--- config.mk ---
export PLATFORM = sky130hd
export DESIGN_NAME = four_one_rr_mux
export DESIGN_NICKNAME = d
export VERILOG_FILES = /design/src/rtl/four_one_rr_mux.sv
export SDC_FILE = /design/constraint.sdc
export NUM_CORES = 1
export LEC_CHECK = 0
export ABC_AREA = 1
export ABC_CLOCK_PERIOD_IN_PS = 1900
export CORE_MARGIN = 1.5
export CORE_UTILIZATION = 37
export CTS_CLUSTER_DIAMETER = 100
export DETAILED_ROUTE_END_ITERATION = 10
export GPL_TIMING_DRIVEN = 0
export HOLD_SLACK_MARGIN = 0.05
export PLACE_DENSITY = 0.83
export SETUP_SLACK_MARGIN = 0.2
export SLEW_MARGIN = 10
export SYNTH_ARGS = -nofsm -noshare
export SYNTH_HDL_FRONTEND = slang
export SYNTH_SLANG_ARGS = --single-unit
--- constraint.sdc ---
create_clock -name clk -period 1.9 [get_ports clk]
set_clock_uncertainty 0.1 [all_clocks]
set_input_delay 0.285 -clock clk [delete_from_list [all_inputs] [get_ports clk]]
set_output_delay 0.285 -clock clk [all_outputs]
set_load 0.01 [all_outputs]
--- src/rtl/four_one_rr_mux.sv ---
// Four-channel round-robin arbiter feeding a single registered output stage.
// Grants rotate starting one past the last winner; the output register drains and refills in one cycle.
module four_one_rr_mux #(
  parameter int WIDTH = 8
) (
  input  logic               clk,
  input  logic               rst_n,
  input  logic [3:0]         i_valid,
  input  logic [4*WIDTH-1:0] i_data,
  output logic [3:0]         i_ready,
  output logic               o_valid,
  output logic [WIDTH-1:0]   o_data,
  output logic [1:0]         o_sel,
  input  logic               o_ready
);

  logic [1:0]       r_ptr;
  logic             r_valid;
  logic [WIDTH-1:0] r_data;
  logic [1:0]       r_sel;

  logic             w_load;
  logic             w_anyValid;
  logic [1:0]       w_grantIdx;
  logic [1:0]       w_scanIdx;
  logic             w_transfer;
  logic [WIDTH-1:0] w_grantData;

  assign w_load = !r_valid || o_ready;

  // Scan from the farthest offset back to the pointer so the closest valid channel wins.
  always_comb begin
    w_anyValid = 1'b0;
    w_grantIdx = r_ptr;
    w_scanIdx  = r_ptr;
    for (int i = 3; i >= 0; i--) begin
      w_scanIdx = r_ptr + 2'(i);
      if (i_valid[w_scanIdx]) begin
        w_anyValid = 1'b1;
        w_grantIdx = w_scanIdx;
      end
    end
  end

  assign w_transfer  = rst_n && w_load && w_anyValid;
  assign w_grantData = i_data[w_grantIdx*WIDTH +: WIDTH];

  always_comb begin
    i_ready = 4'b0000;
    if (w_transfer) begin
      i_ready[w_grantIdx] = 1'b1;
    end
  end

  always_ff @(posedge clk or negedge rst_n) begin
    if (!rst_n) begin
      r_valid <= 1'b0;
      r_data  <= '0;
      r_sel   <= 2'b00;
      r_ptr   <= 2'b00;
    end else if (w_load) begin
      if (w_anyValid) begin
        r_valid <= 1'b1;
        r_data  <= w_grantData;
        r_sel   <= w_grantIdx;
        r_ptr   <= w_grantIdx + 2'd1;
      end else begin
        r_valid <= 1'b0;
      end
    end
  end

  assign o_valid = r_valid;
  assign o_data  = r_data;
  assign o_sel   = r_sel;

endmodule

==> results.rst <==
.. list-table::
   :header-rows: 1

   * - Metric
     - Value
   * - Status
     - finished with violations
   * - Violations in the final reports
     - negative setup slack
   * - Critical path's top delay family
     - buffers and inverters
   * - Post-cts hold buffer count
     - 0
   * - Residual DRC
     - 0
   * - TritonCTS clock tree
     - yes
   * - Number of flops mapped to enable cells by yosys
     - 0
   * - Path category of the worst min-delay check
     - in -> async
   * - Pins over their slew limit
     - 0
   * - GP Congestion
     - 0.897
   * - Y dimension of the die
     - 58.7 µm
   * - Full die area
     - 0.00345 mm²
   * - Portion of synthesized cell area occupied by the leading cell type
     - 31.7%
   * - Share of synthesized registers carrying an async set or reset
     - 100%
   * - Sequential share of the synthesized area
     - 28.3%
   * - Number of failing setup endpoints in the final timing report
     - 15
   * - Global route total overflow
     - 0
   * - Post-detailed-route wirelength per cell
     - 13.8 µm
   * - Length of the first detailed-routing pass in iterations
     - 4
   * - Critical Setup Path Class
     - in -> out
   * - Growth of design area from synthesis to finish
     - 106%
   * - Ys flop type
     - sky130_fd_sc_hd__dfrtp_1
   * - Slowest library cell on the worst path
     - sky130_fd_sc_hd__clkdlybuf4s50_1
   * - Maximum count of clock buffers along a single path
     - 2
   * - Overall fraction of global-route tracks in use
     - 22.3%
   * - Placed cell count
     - 275
   * - Worst path setup slack after routing
     - -0.508 ns
   * - Vias in the first global route
     - 1406
   * - Register bit count reported by yosys
     - 13
   * - H-tree Lvls
     - 1
   * - Ant. Diodes
     - 0
   * - Pleak
     - 1.17 nW
   * - Antenna violations before repair
     - 0
   * - Final critical-path share of the clock period
     - 127%
   * - Wire length of the first global-routing pass
     - 6.00 mm
   * - Clock Latency Late Sink
     - 0.28 ns
   * - Category of the worst setup path launch point
     - input pin
   * - Dominant cell by count in the synthesized netlist
     - sky130_fd_sc_hd__nand2_1
   * - Met3 wire len
     - 198 µm
   * - Headroom to the max-slew limit
     - 53.3%
   * - P per Cell Area
     - 2260 mW/mm²
   * - Max FO, Critical Path
     - 4
   * - Post-route minimum period
     - 2.41 ns
   * - CORE AREA
     - 0.00300 mm²
   * - Pin count of the biggest net entering global routing
     - 15
   * - Element type at the critical path end
     - output pin
   * - Synthesized area
     - 0.00115 mm²
   * - PnR Total Power
     - 5.35 mW
   * - Uppermost layer routed
     - met4
   * - Clock-pin slew on the worst setup and hold paths
     - 0.08 ns
   * - Root cell of the clock tree
     - sky130_fd_sc_hd__clkbuf_4
   * - Post-synthesis cell type with the largest combined area
     - sky130_fd_sc_hd__nand2_1
   * - Max-Cap Viols
     - 0
   * - Sum of routed wire segments on met1
     - 1.66 mm
   * - Met2 wire length
     - 2.25 mm
   * - Non-Filler Instances
     - 306
   * - Largest stage delay on the critical path
     - 0.51 ns
   * - Ratio of cells with drive above 1 in the final layout
     - 40.3%
   * - Maximum vdd ir drop
     - 0.943 mV
   * - Critical path arrival
     - 2.02 ns
   * - Most common cell on crit path
     - sky130_fd_sc_hd__nand2_4
   * - Final design utilization
     - 78.8%
   * - Most numerous cell types in the synthesized netlist
     - 97 x sky130_fd_sc_hd__nand2_1, 19 x sky130_fd_sc_hd__nand3_1, 17 x sky130_fd_sc_hd__inv_1, 13 x sky130_fd_sc_hd__dfrtp_1, 8 x sky130_fd_sc_hd__nand3b_1
   * - Number of endpoints with negative hold slack in the final report
     - 0
   * - Detail-routed via count per cell
     - 5.18
   * - Cell area after layout
     - 0.00237 mm²
   * - Unrepaired setup endpoints after global routing
     - yes
   * - Final ANT Viol Nets
     - 0
   * - Average size of a mapped cell
     - 6.08 µm²
   * - Rows
     - 20
   * - Worst path cell trace
     - clkdlybuf4s50_1, inv_1, o21ai_4, nand2_2, nand2_4, inv_4, nand3_4, nand2_4, nand2_4, buf_8, inv_6, nor3_4, buf_2
   * - Synthesized net count
     - 228
   * - Actual slew at the worst max-slew pin
     - 0.699 ns
   * - Total number of clock tree sinks
     - 13
   * - HPWL Detailed
     - 2.45 mm
   * - 1st-iter DRT viols
     - 41
   * - Final Routed Wirelength
     - 4.22 mm
   * - Synthesized instance count
     - 189
   * - Most area-consuming cells after synthesis
     - sky130_fd_sc_hd__nand2_1 32%, sky130_fd_sc_hd__dfrtp_1 28%, sky130_fd_sc_hd__nand3_1 8.3%, sky130_fd_sc_hd__inv_1 5.5%, sky130_fd_sc_hd__nand3b_1 5.2%
   * - Count of warnings emitted by yosys
     - 0
   * - Total number of vias
     - 1585
   * - Required time at the endpoint of the critical path
     - 1.51 ns
   * - Inserted Clock Buffers
     - 3
   * - Starting density of the core
     - 38.3%
   * - Floorplan die width
     - 58.7 µm
   * - Worst path bufs/invs
     - 6
   * - Placement-stage cell area
     - 0.00178 mm²
   * - Fmax achieved
     - 415 MHz
   * - Count of buffers from port buffering
     - 53
   * - Count of unique library cells instantiated by Yosys
     - 25
   * - Top Ports
     - 54
   * - Count of nets after finishing
     - 313
## worst paths after layout
path,from,cells after the start,slack [ns],end
worst max register to register,r_ptr[0],16,-0.22,o_data[5]
worst min register to register,o_data[3],2,0.39,o_data[3]
min in group clk,o_data[3],2,0.39,o_data[3]
worst max-delay path,i_valid[2],13,-0.51,i_ready[3]
max in group asynchronous,rst_n,1,0.90,r_ptr[1]
worst min-delay path,rst_n,1,0.32,o_sel[0]
## worst reg2reg max path, delay by kind of cell (launching register included)
family                 cells  cell delay [ns]
buffers and inverters      5             0.64
DFF                        1             0.44
and+or+nand+nor           11             0.84
## what timing repair did
item / CTS / global route
pin swaps: 14 / 33
gates resized for setup: 66 / 54
gates cloned: 2 / 1
buffers inserted: 18 / 6
endpoints found under the setup margin: 16 / 16
## placed cells by master, fill, tap and decap left out, drive strengths merged
master         netlist  final
a21oi                1      1
a31oi                1      1
a32oi                1      1
buf                  6     36
clkbuf               0      4
clkdlybuf4s50        0     49
clkinv               2      3
dfrtp               13     13
inv                 19     19
nand2              102    102
nand3               20     20
nand3b               8      8
nand4                1      1
nor2                 5      5
nor3                 3      3
o211ai               1      1
o21a                 1      1
o21ai                5      5
## power breakdown
| part | leakage [nW] | total (mW) | switching, mW | internal (mW) |
|---|---|---|---|---|
| Combinational | 1.00 | 4.63 | 2.52 | 2.12 |
| Sequential | 0.153 | 0.540 | 0.110 | 0.431 |
| Clock | 0.0150 | 0.174 | 0.0921 | 0.0815 |
| Total | 1.17 | 5.35 | 2.72 | 2.63 |
## cell families (layout without fill, tap and decap cells)
group / count (synthesis) / after routing / share of synthesized area (%)
buffers and inverters: 27 / 111 / 11.0
and+or+nand+nor: 139 / 139 / 55.5
AOI/OAI and AO/OA: 10 / 10 / 5.22
DFF: 13 / 13 / 28.3
## per-stage QoR
| step | hold slack (ns) | setup WS (ns) | TNS, ns |
|---|---|---|---|
| after detailed placement | 0.366 | -1.02 | -8.29 |
| after global placement | 0.367 | -1.00 | -7.91 |
| after global routing | 0.352 | -0.632 | -5.01 |
| final | 0.318 | -0.508 | -3.57 |
| after floorplan | -0.111 | -0.0684 | -0.185 |
| after CTS | 0.327 | -0.468 | -2.63 |
## state kept, by name, summed over array words and instances, names as in the netlist
| name | flops |
|---|---|
| o_data | 8 |
| o_sel | 2 |
| o_valid | 1 |
| r_ptr | 2 |
## layer usage
| layer | track usage (%) | up-vias |
|---|---|---|
| met5 | 0 | - |
| met4 | 8.44 | 0 |
| met3 | 6.37 | 10 |
| met2 | 38.3 | 61 |
| met1 | 26.3 | 748 |
| li1 | - | 766 |
## area by class of cell
class,count,area [µm²]
Timing Repair inverter,1,8.76
Multi-Input combinational cell,149,1010
Timing Repair Buffer,79,769
Inverter,21,111
Buffer,6,75.1
Clock buffer,4,26.3
Tap cell,33,41.3
Sequential cell,13,328
Fill cell,217,637
No activity file was read; power rests on OpenSTA's default activity.
